--- config.mk ---
export PLATFORM = sky130hd
export DESIGN_NAME = cacheline_arbiter_flat
export DESIGN_NICKNAME = d
export VERILOG_FILES = /design/src/rtl/cacheline_arbiter_if.sv /design/src/rtl/cacheline_arbiter.sv /design/src/flat_wrapper.sv
export SDC_FILE = /design/constraint.sdc
export NUM_CORES = 2
export LEC_CHECK = 0
export ABC_AREA = 0
export CORE_AREA = 2 2 386 388
export CTS_CLUSTER_DIAMETER = 100
export DETAILED_ROUTE_END_ITERATION = 6
export DIE_AREA = 0 0 388 390
export MAX_ROUTING_LAYER = met4
export SLEW_MARGIN = 15
export SYNTH_ARGS = -nofsm -noshare
export SYNTH_HDL_FRONTEND = slang
export SYNTH_SLANG_ARGS = --single-unit
--- constraint.sdc ---
create_clock -name clk -period 60.6 [get_ports clk]
set_clock_uncertainty 0.1 [all_clocks]
set_input_delay 9.09 -clock clk [delete_from_list [all_inputs] [get_ports clk]]
set_output_delay 9.09 -clock clk [all_outputs]
set_load 0.02 [all_outputs]
--- src/rtl/cacheline_arbiter_if.sv ---
// Cache-side and physical-memory-side signals of the cache line arbiter.
// slave is the arbiter itself; master is everything around it (caches and memory).
interface cacheline_arbiter_if #(
    parameter int BURST_LEN = 4
);
    localparam int LINE_W = BURST_LEN * 64;

    logic              i_read;
    logic [31:0]       i_address;
    logic [LINE_W-1:0] i_rdata;
    logic              i_resp;

    logic              d_read;
    logic              d_write;
    logic [31:0]       d_address;
    logic [LINE_W-1:0] d_wdata;
    logic [LINE_W-1:0] d_rdata;
    logic              d_resp;

    logic              pmem_read;
    logic              pmem_write;
    logic [31:0]       pmem_address;
    logic [63:0]       pmem_wdata;
    logic [63:0]       pmem_rdata;
    logic              pmem_resp;

    modport slave (
        input  i_read, i_address,
        output i_rdata, i_resp,
        input  d_read, d_write, d_address, d_wdata,
        output d_rdata, d_resp,
        output pmem_read, pmem_write, pmem_address, pmem_wdata,
        input  pmem_rdata, pmem_resp
    );

    modport master (
        output i_read, i_address,
        input  i_rdata, i_resp,
        output d_read, d_write, d_address, d_wdata,
        input  d_rdata, d_resp,
        input  pmem_read, pmem_write, pmem_address, pmem_wdata,
        output pmem_rdata, pmem_resp
    );
endinterface

--- src/rtl/cacheline_arbiter.sv ---
// Arbitrates I-cache and D-cache line requests onto one 64-bit burst memory port.
// CACHELINE_ARB_RR_EN selects round-robin tie-breaking; otherwise the D-cache wins ties.
//
// state | meaning
// IDLE  | waiting for a request, arbitration happens here
// I_RD  | read burst for the I-cache
// D_RD  | read burst for the D-cache
// D_WR  | write-back burst for the D-cache
// DONE  | one-cycle response pulse to the owner
module cacheline_arbiter #(
    parameter int BURST_LEN = 4
) (
    input logic clk,
    input logic rst,
    cacheline_arbiter_if.slave bus
);
    localparam int LINE_W = BURST_LEN * 64;
    localparam int BW     = (BURST_LEN > 1) ? $clog2(BURST_LEN) : 1;

    typedef enum logic [2:0] {IDLE, I_RD, D_RD, D_WR, DONE} state_t;

    state_t            state;
    logic [BW-1:0]     beat;
    logic [BW-1:0]     beat_inc;
    logic [LINE_W-1:0] line_buf;
    logic [LINE_W-1:0] line_next;
    logic [63:0]       wdata_next;
    logic              owner_d;
    logic              i_req;
    logic              d_req;
    logic              grant_d;
    logic              grant_i;
    logic              last_beat;
    logic [31:0]       grant_addr;

    assign i_req = bus.i_read;
    assign d_req = bus.d_read | bus.d_write;

`ifdef CACHELINE_ARB_RR_EN
    // Set when the I-cache should win the next tie.
    logic prio_i;
    assign grant_d = d_req & (~i_req | ~prio_i);
`else
    assign grant_d = d_req;
`endif
    assign grant_i    = i_req & ~grant_d;
    assign grant_addr = grant_d ? bus.d_address : bus.i_address;

    assign last_beat = (beat == BW'(BURST_LEN - 1));
    assign beat_inc  = beat + 1'b1;

    always_comb begin
        line_next = line_buf;
        line_next[int'(beat) * 64 +: 64] = bus.pmem_rdata;
        wdata_next = line_buf[int'(beat_inc) * 64 +: 64];
    end

    always_ff @(posedge clk or posedge rst) begin
        if (rst) begin
            state            <= IDLE;
            beat             <= '0;
            line_buf         <= '0;
            owner_d          <= 1'b0;
            bus.pmem_read    <= 1'b0;
            bus.pmem_write   <= 1'b0;
            bus.pmem_address <= '0;
            bus.pmem_wdata   <= '0;
            bus.i_rdata      <= '0;
            bus.d_rdata      <= '0;
            bus.i_resp       <= 1'b0;
            bus.d_resp       <= 1'b0;
`ifdef CACHELINE_ARB_RR_EN
            prio_i           <= 1'b1;
`endif
        end else begin
            case (state)
                IDLE: begin
                    if (grant_d | grant_i) begin
                        bus.pmem_address <= {grant_addr[31:5], 5'b0};
                        owner_d          <= grant_d;
                        beat             <= '0;
`ifdef CACHELINE_ARB_RR_EN
                        prio_i           <= grant_d;
`endif
                        // A simultaneous read and write from the D-cache is a write-back.
                        if (grant_d && bus.d_write) begin
                            state          <= D_WR;
                            bus.pmem_write <= 1'b1;
                            line_buf       <= bus.d_wdata;
                            bus.pmem_wdata <= bus.d_wdata[63:0];
                        end else begin
                            state         <= grant_d ? D_RD : I_RD;
                            bus.pmem_read <= 1'b1;
                        end
                    end
                end
                I_RD, D_RD: begin
                    if (bus.pmem_resp) begin
                        line_buf <= line_next;
                        if (last_beat) begin
                            beat          <= '0;
                            state         <= DONE;
                            bus.pmem_read <= 1'b0;
                            if (owner_d) begin
                                bus.d_rdata <= line_next;
                                bus.d_resp  <= 1'b1;
                            end else begin
                                bus.i_rdata <= line_next;
                                bus.i_resp  <= 1'b1;
                            end
                        end else begin
                            beat <= beat_inc;
                        end
                    end
                end
                D_WR: begin
                    if (bus.pmem_resp) begin
                        if (last_beat) begin
                            beat           <= '0;
                            state          <= DONE;
                            bus.pmem_write <= 1'b0;
                            bus.d_resp     <= 1'b1;
                        end else begin
                            beat           <= beat_inc;
                            bus.pmem_wdata <= wdata_next;
                        end
                    end
                end
                DONE: begin
                    bus.i_resp <= 1'b0;
                    bus.d_resp <= 1'b0;
                    state      <= IDLE;
                end
                default: state <= IDLE;
            endcase
        end
    end
endmodule

--- src/flat_wrapper.sv ---
// flat-port wrapper written by rule: the top's interface ports become plain ports
module cacheline_arbiter_flat 
#(
    parameter int BURST_LEN = 4
)
  (clk, rst, bus_i_read, bus_i_address, bus_i_rdata, bus_i_resp, bus_d_read, bus_d_write, bus_d_address, bus_d_wdata, bus_d_rdata, bus_d_resp, bus_pmem_read, bus_pmem_write, bus_pmem_address, bus_pmem_wdata, bus_pmem_rdata, bus_pmem_resp);
  cacheline_arbiter_if #(.BURST_LEN(BURST_LEN)) bus_i ();
  input logic clk;
  input logic rst;
  input wire logic [$bits(bus_i.i_read)-1:0] bus_i_read;
  input wire logic [$bits(bus_i.i_address)-1:0] bus_i_address;
  output wire logic [$bits(bus_i.i_rdata)-1:0] bus_i_rdata;
  output wire logic [$bits(bus_i.i_resp)-1:0] bus_i_resp;
  input wire logic [$bits(bus_i.d_read)-1:0] bus_d_read;
  input wire logic [$bits(bus_i.d_write)-1:0] bus_d_write;
  input wire logic [$bits(bus_i.d_address)-1:0] bus_d_address;
  input wire logic [$bits(bus_i.d_wdata)-1:0] bus_d_wdata;
  output wire logic [$bits(bus_i.d_rdata)-1:0] bus_d_rdata;
  output wire logic [$bits(bus_i.d_resp)-1:0] bus_d_resp;
  output wire logic [$bits(bus_i.pmem_read)-1:0] bus_pmem_read;
  output wire logic [$bits(bus_i.pmem_write)-1:0] bus_pmem_write;
  output wire logic [$bits(bus_i.pmem_address)-1:0] bus_pmem_address;
  output wire logic [$bits(bus_i.pmem_wdata)-1:0] bus_pmem_wdata;
  input wire logic [$bits(bus_i.pmem_rdata)-1:0] bus_pmem_rdata;
  input wire logic [$bits(bus_i.pmem_resp)-1:0] bus_pmem_resp;
  assign bus_i.i_read = bus_i_read;
  assign bus_i.i_address = bus_i_address;
  assign bus_i_rdata = bus_i.i_rdata;
  assign bus_i_resp = bus_i.i_resp;
  assign bus_i.d_read = bus_d_read;
  assign bus_i.d_write = bus_d_write;
  assign bus_i.d_address = bus_d_address;
  assign bus_i.d_wdata = bus_d_wdata;
  assign bus_d_rdata = bus_i.d_rdata;
  assign bus_d_resp = bus_i.d_resp;
  assign bus_pmem_read = bus_i.pmem_read;
  assign bus_pmem_write = bus_i.pmem_write;
  assign bus_pmem_address = bus_i.pmem_address;
  assign bus_pmem_wdata = bus_i.pmem_wdata;
  assign bus_i.pmem_rdata = bus_pmem_rdata;
  assign bus_i.pmem_resp = bus_pmem_resp;
  cacheline_arbiter #(.BURST_LEN(BURST_LEN)) u_core (.clk(clk), .rst(rst), .bus(bus_i));
endmodule
==> reports/results.ini <==
[layout]
final_common_cell = clkdlybuf4s50_1
area_growth_pct = 35.8
layout_common_cells = clkdlybuf4s50_1, dfrtp_1, nand2_1
fillers = 14600
stdcell_area_um2 = 56000
fin_nets = 5278
drive_above_1_share_pct = 6.59
fin_cells = 6946

[placement]
io_buffers = 986
gp_congestion = 0.877
placed_area_um2 = 52400
hpwl_um = 126000
placed_cells = 6709

[timing]
post-route-min-period_ps = 12930
timing.fmax_ghz = 0.0773
hold_violations = 0
final.period_utilization_pct = 21.3
fin_hold_ws_ps = 375
setup_viol = 0
max-slew-margin-rel_pct = 23.8
finalMaxSlewViolations = 0
worst_pin_slew_ps = 1140
rsz0062_at_grt = false
fin_tns_setup_ps = 0

[route]
wire_per_inst_um = 26.3
drt-initial-drc-count = 3555
routed_wl_um = 183000
firstDrtPassIters = 6
ant_nets = 0
drc = 0
vias_per_cell = 5.31
via_count = 36900

[setup_path]
startpoint = bus_d_write
critPathLaunchType = primary input
cpMaxStageDelayCell = clkdlybuf4s50_1
reg2reg_from = u_core.state[1]
critPathBufInv = 3
path_depth = 7
cp_max_fo = 74
cp.arrival_ps = 13430
critPathCaptureType = register
cpPeakStageDelay_ps = 870
path_class = in -> reg
path_cells = clkdlybuf4s50_1 > nor2b_4 > a211o_4 > buf_4 > buf_4 > o211ai_1 > a22oi_1
regToRegSetupSlack_ps = 55330
crit_required_ps = 61090
cp-endpoint = u_core.line_buf[185]
path_common_cell = buf_4
r2r_cells = 7
critPathTopFamily = buffers and inverters
regToRegEndpoint = u_core.line_buf[133]

[run_status]
status = finished, final reports clean

[clock_tree]
clk_pin_slew_ps = 60
cts_sinks = 869
clk_root_buffer_cell = clkbuf_16
cts_buffer_depth = 3
htree_levels = 3
post_cts_buffers = 0
cts_buffers = 101
clock_latency_ps = 710
postCtsResizedCells = 0
cts_tree = built
ctsHoldBuffers = 0

[grt]
use_met2_pct = 36.6
grt_use_total_pct = 24.0
use_met1_pct = 30.9
grt_util_met3_pct = 5.86
grt_pass1_vias = 36000
grt_max_degree = 178
globalRouteOverflowTotal = 0
busiest_layer = met2
grt_first_pass_wirelength_um = 261000
antenna_found_initial = 54

[floorplan]
core-area_um2 = 147000
initial_core_util_pct = 28.1
ios = 1002
fp.dieH_um = 390
die-area_um2 = 151000
fp.dieW_um = 388
rows = 141

[synthesis]
synth_edf_count = 0
synth_top_area_share_pct = 52.7
async_flop_share_pct = 100
netlist_area_um2 = 41300
syn_area_per_cell_um2 = 10.0
ys.flop_type = dfrtp_1
yosysWarnings = 0
synth_cell_types = 57
synth-seq-cells = 869
synth_area_leaders = dfrtp_1, o21ai_0, nand2_1
synthCells = 4118
ys_seq_area_share_pct = 52.7
synth_top_cell_by_area = dfrtp_1

[worst_hold_path]
hp-class = reg -> reg

[power]
total_leakage_power_nw = 24.9
pwr_density_cell_nw_per_um2 = 62.4
total_power_mw = 3.49
peakVddDrop_v = 0.0000693

[flow_run]
drv_cap = 0

[synth_stat cells, drive strengths merged, types with 2 or more instances]
cell type,number
a21oi,179
a311oi,16
nor2b,176
ha,6
clkbuf,189
o211ai,48
a31oi,173
o2bb2ai,20
dfrtp,869
inv,53
o21a,48
and3b,4
and2,17
and3,66
mux2i,111
o21ai,560
nand3b,2
o211a,175
nand3,16
nor3,3
nand2b,3
nand2,708
a21o,18
mux4,64
nand4b,2
nor2,145
buf,205
a22oi,48
a22o,176
nor3b,4
[metal layers]
layer / wire length (um) / part of all wire [%]
met5: 0 / 0
met4: 6020 / 3.3
met3: 15600 / 8.6
met2: 84500 / 46
met1: 76500 / 42
[how the worst min path moves through the flow]
stage | from | to | slack (ps) | depth (start not counted)
finish | u_core.bus.i_rdata[120] | u_core.bus.i_rdata[120] | 370 | 2
global route | u_core.bus.i_rdata[189] | u_core.bus.i_rdata[189] | 390 | 2
CTS | u_core.bus.i_rdata[82] | u_core.bus.i_rdata[82] | 380 | 2
detailed placement | u_core.bus.i_rdata[82] | u_core.bus.i_rdata[82] | 370 | 2
global placement | u_core.bus.d_rdata[29] | u_core.bus.d_rdata[29] | 360 | 2
floorplan | u_core.line_buf[129] | u_core.line_buf[129] | 370 | 1
[worst min-delay path: stages, from the launching register on]
cell and delay (ps):
dfrtp_1 340, nand2_1 40, o21ai_0 60
[sequential cells by signal, indices dropped and copies added (netlist names)]
register / flops
u_core.bus.pmem_address: 27
u_core.beat: 2
u_core.bus.pmem_wdata: 64
u_core.bus.i_rdata: 256
u_core.bus.d_resp: 1
u_core.bus.d_rdata: 256
u_core.bus.pmem_read: 1
u_core.state: 3
u_core.bus.i_resp: 1
u_core.bus.pmem_write: 1
u_core.line_buf: 256
u_core.owner_d: 1
[stage by stage]
step	setup slack, ps	util, %
3_3_place_gp	47000	35.6
2_1_floorplan	26990	-
3_5_place_dp	47000	35.6
4_1_cts	47770	38.0
5_1_grt	47490	38.1
6_report	47670	38.1
[kinds of logic (layout without fill, tap and decap cells)]
family,after synthesis,in the layout,share of synthesized area [%]
buffers and inverters,448,1290,5.08
and+or+nand+nor,1150,1150,12.4
other,1,57,0.00908
muxes,175,175,6.18
adders and majority gates,6,6,0.182
xor gates and xnor gates,1,1,0.0394
AOI/OAI and AO/OA,1468,1468,23.5
DFF,869,869,52.7
[power by group]
part | switching (mW) | leakage (nW) | total, mW | internal (mW)
Clock | 0.263 | 1.73 | 0.652 | 0.389
Sequential | 0.163 | 11.2 | 0.973 | 0.810
Combinational | 1.13 | 12.0 | 1.87 | 0.742
[cell type report]
type | count | area [um^2] | area share, %
Sequential cell | 869 | 21700 | 38.8
Multi-Input combinational cell | 2805 | 17600 | 31.4
Timing Repair Buffer | 1051 | 10400 | 18.6
Clock buffer | 144 | 2940 | 5.24
Tap cell | 1930 | 2410 | 4.31
Clock inverter | 41 | 587 | 1.05
Inverter | 54 | 215 | 0.384
Antenna cell | 52 | 130 | 0.232
Note: power is estimated with default switching activity, not from simulation.
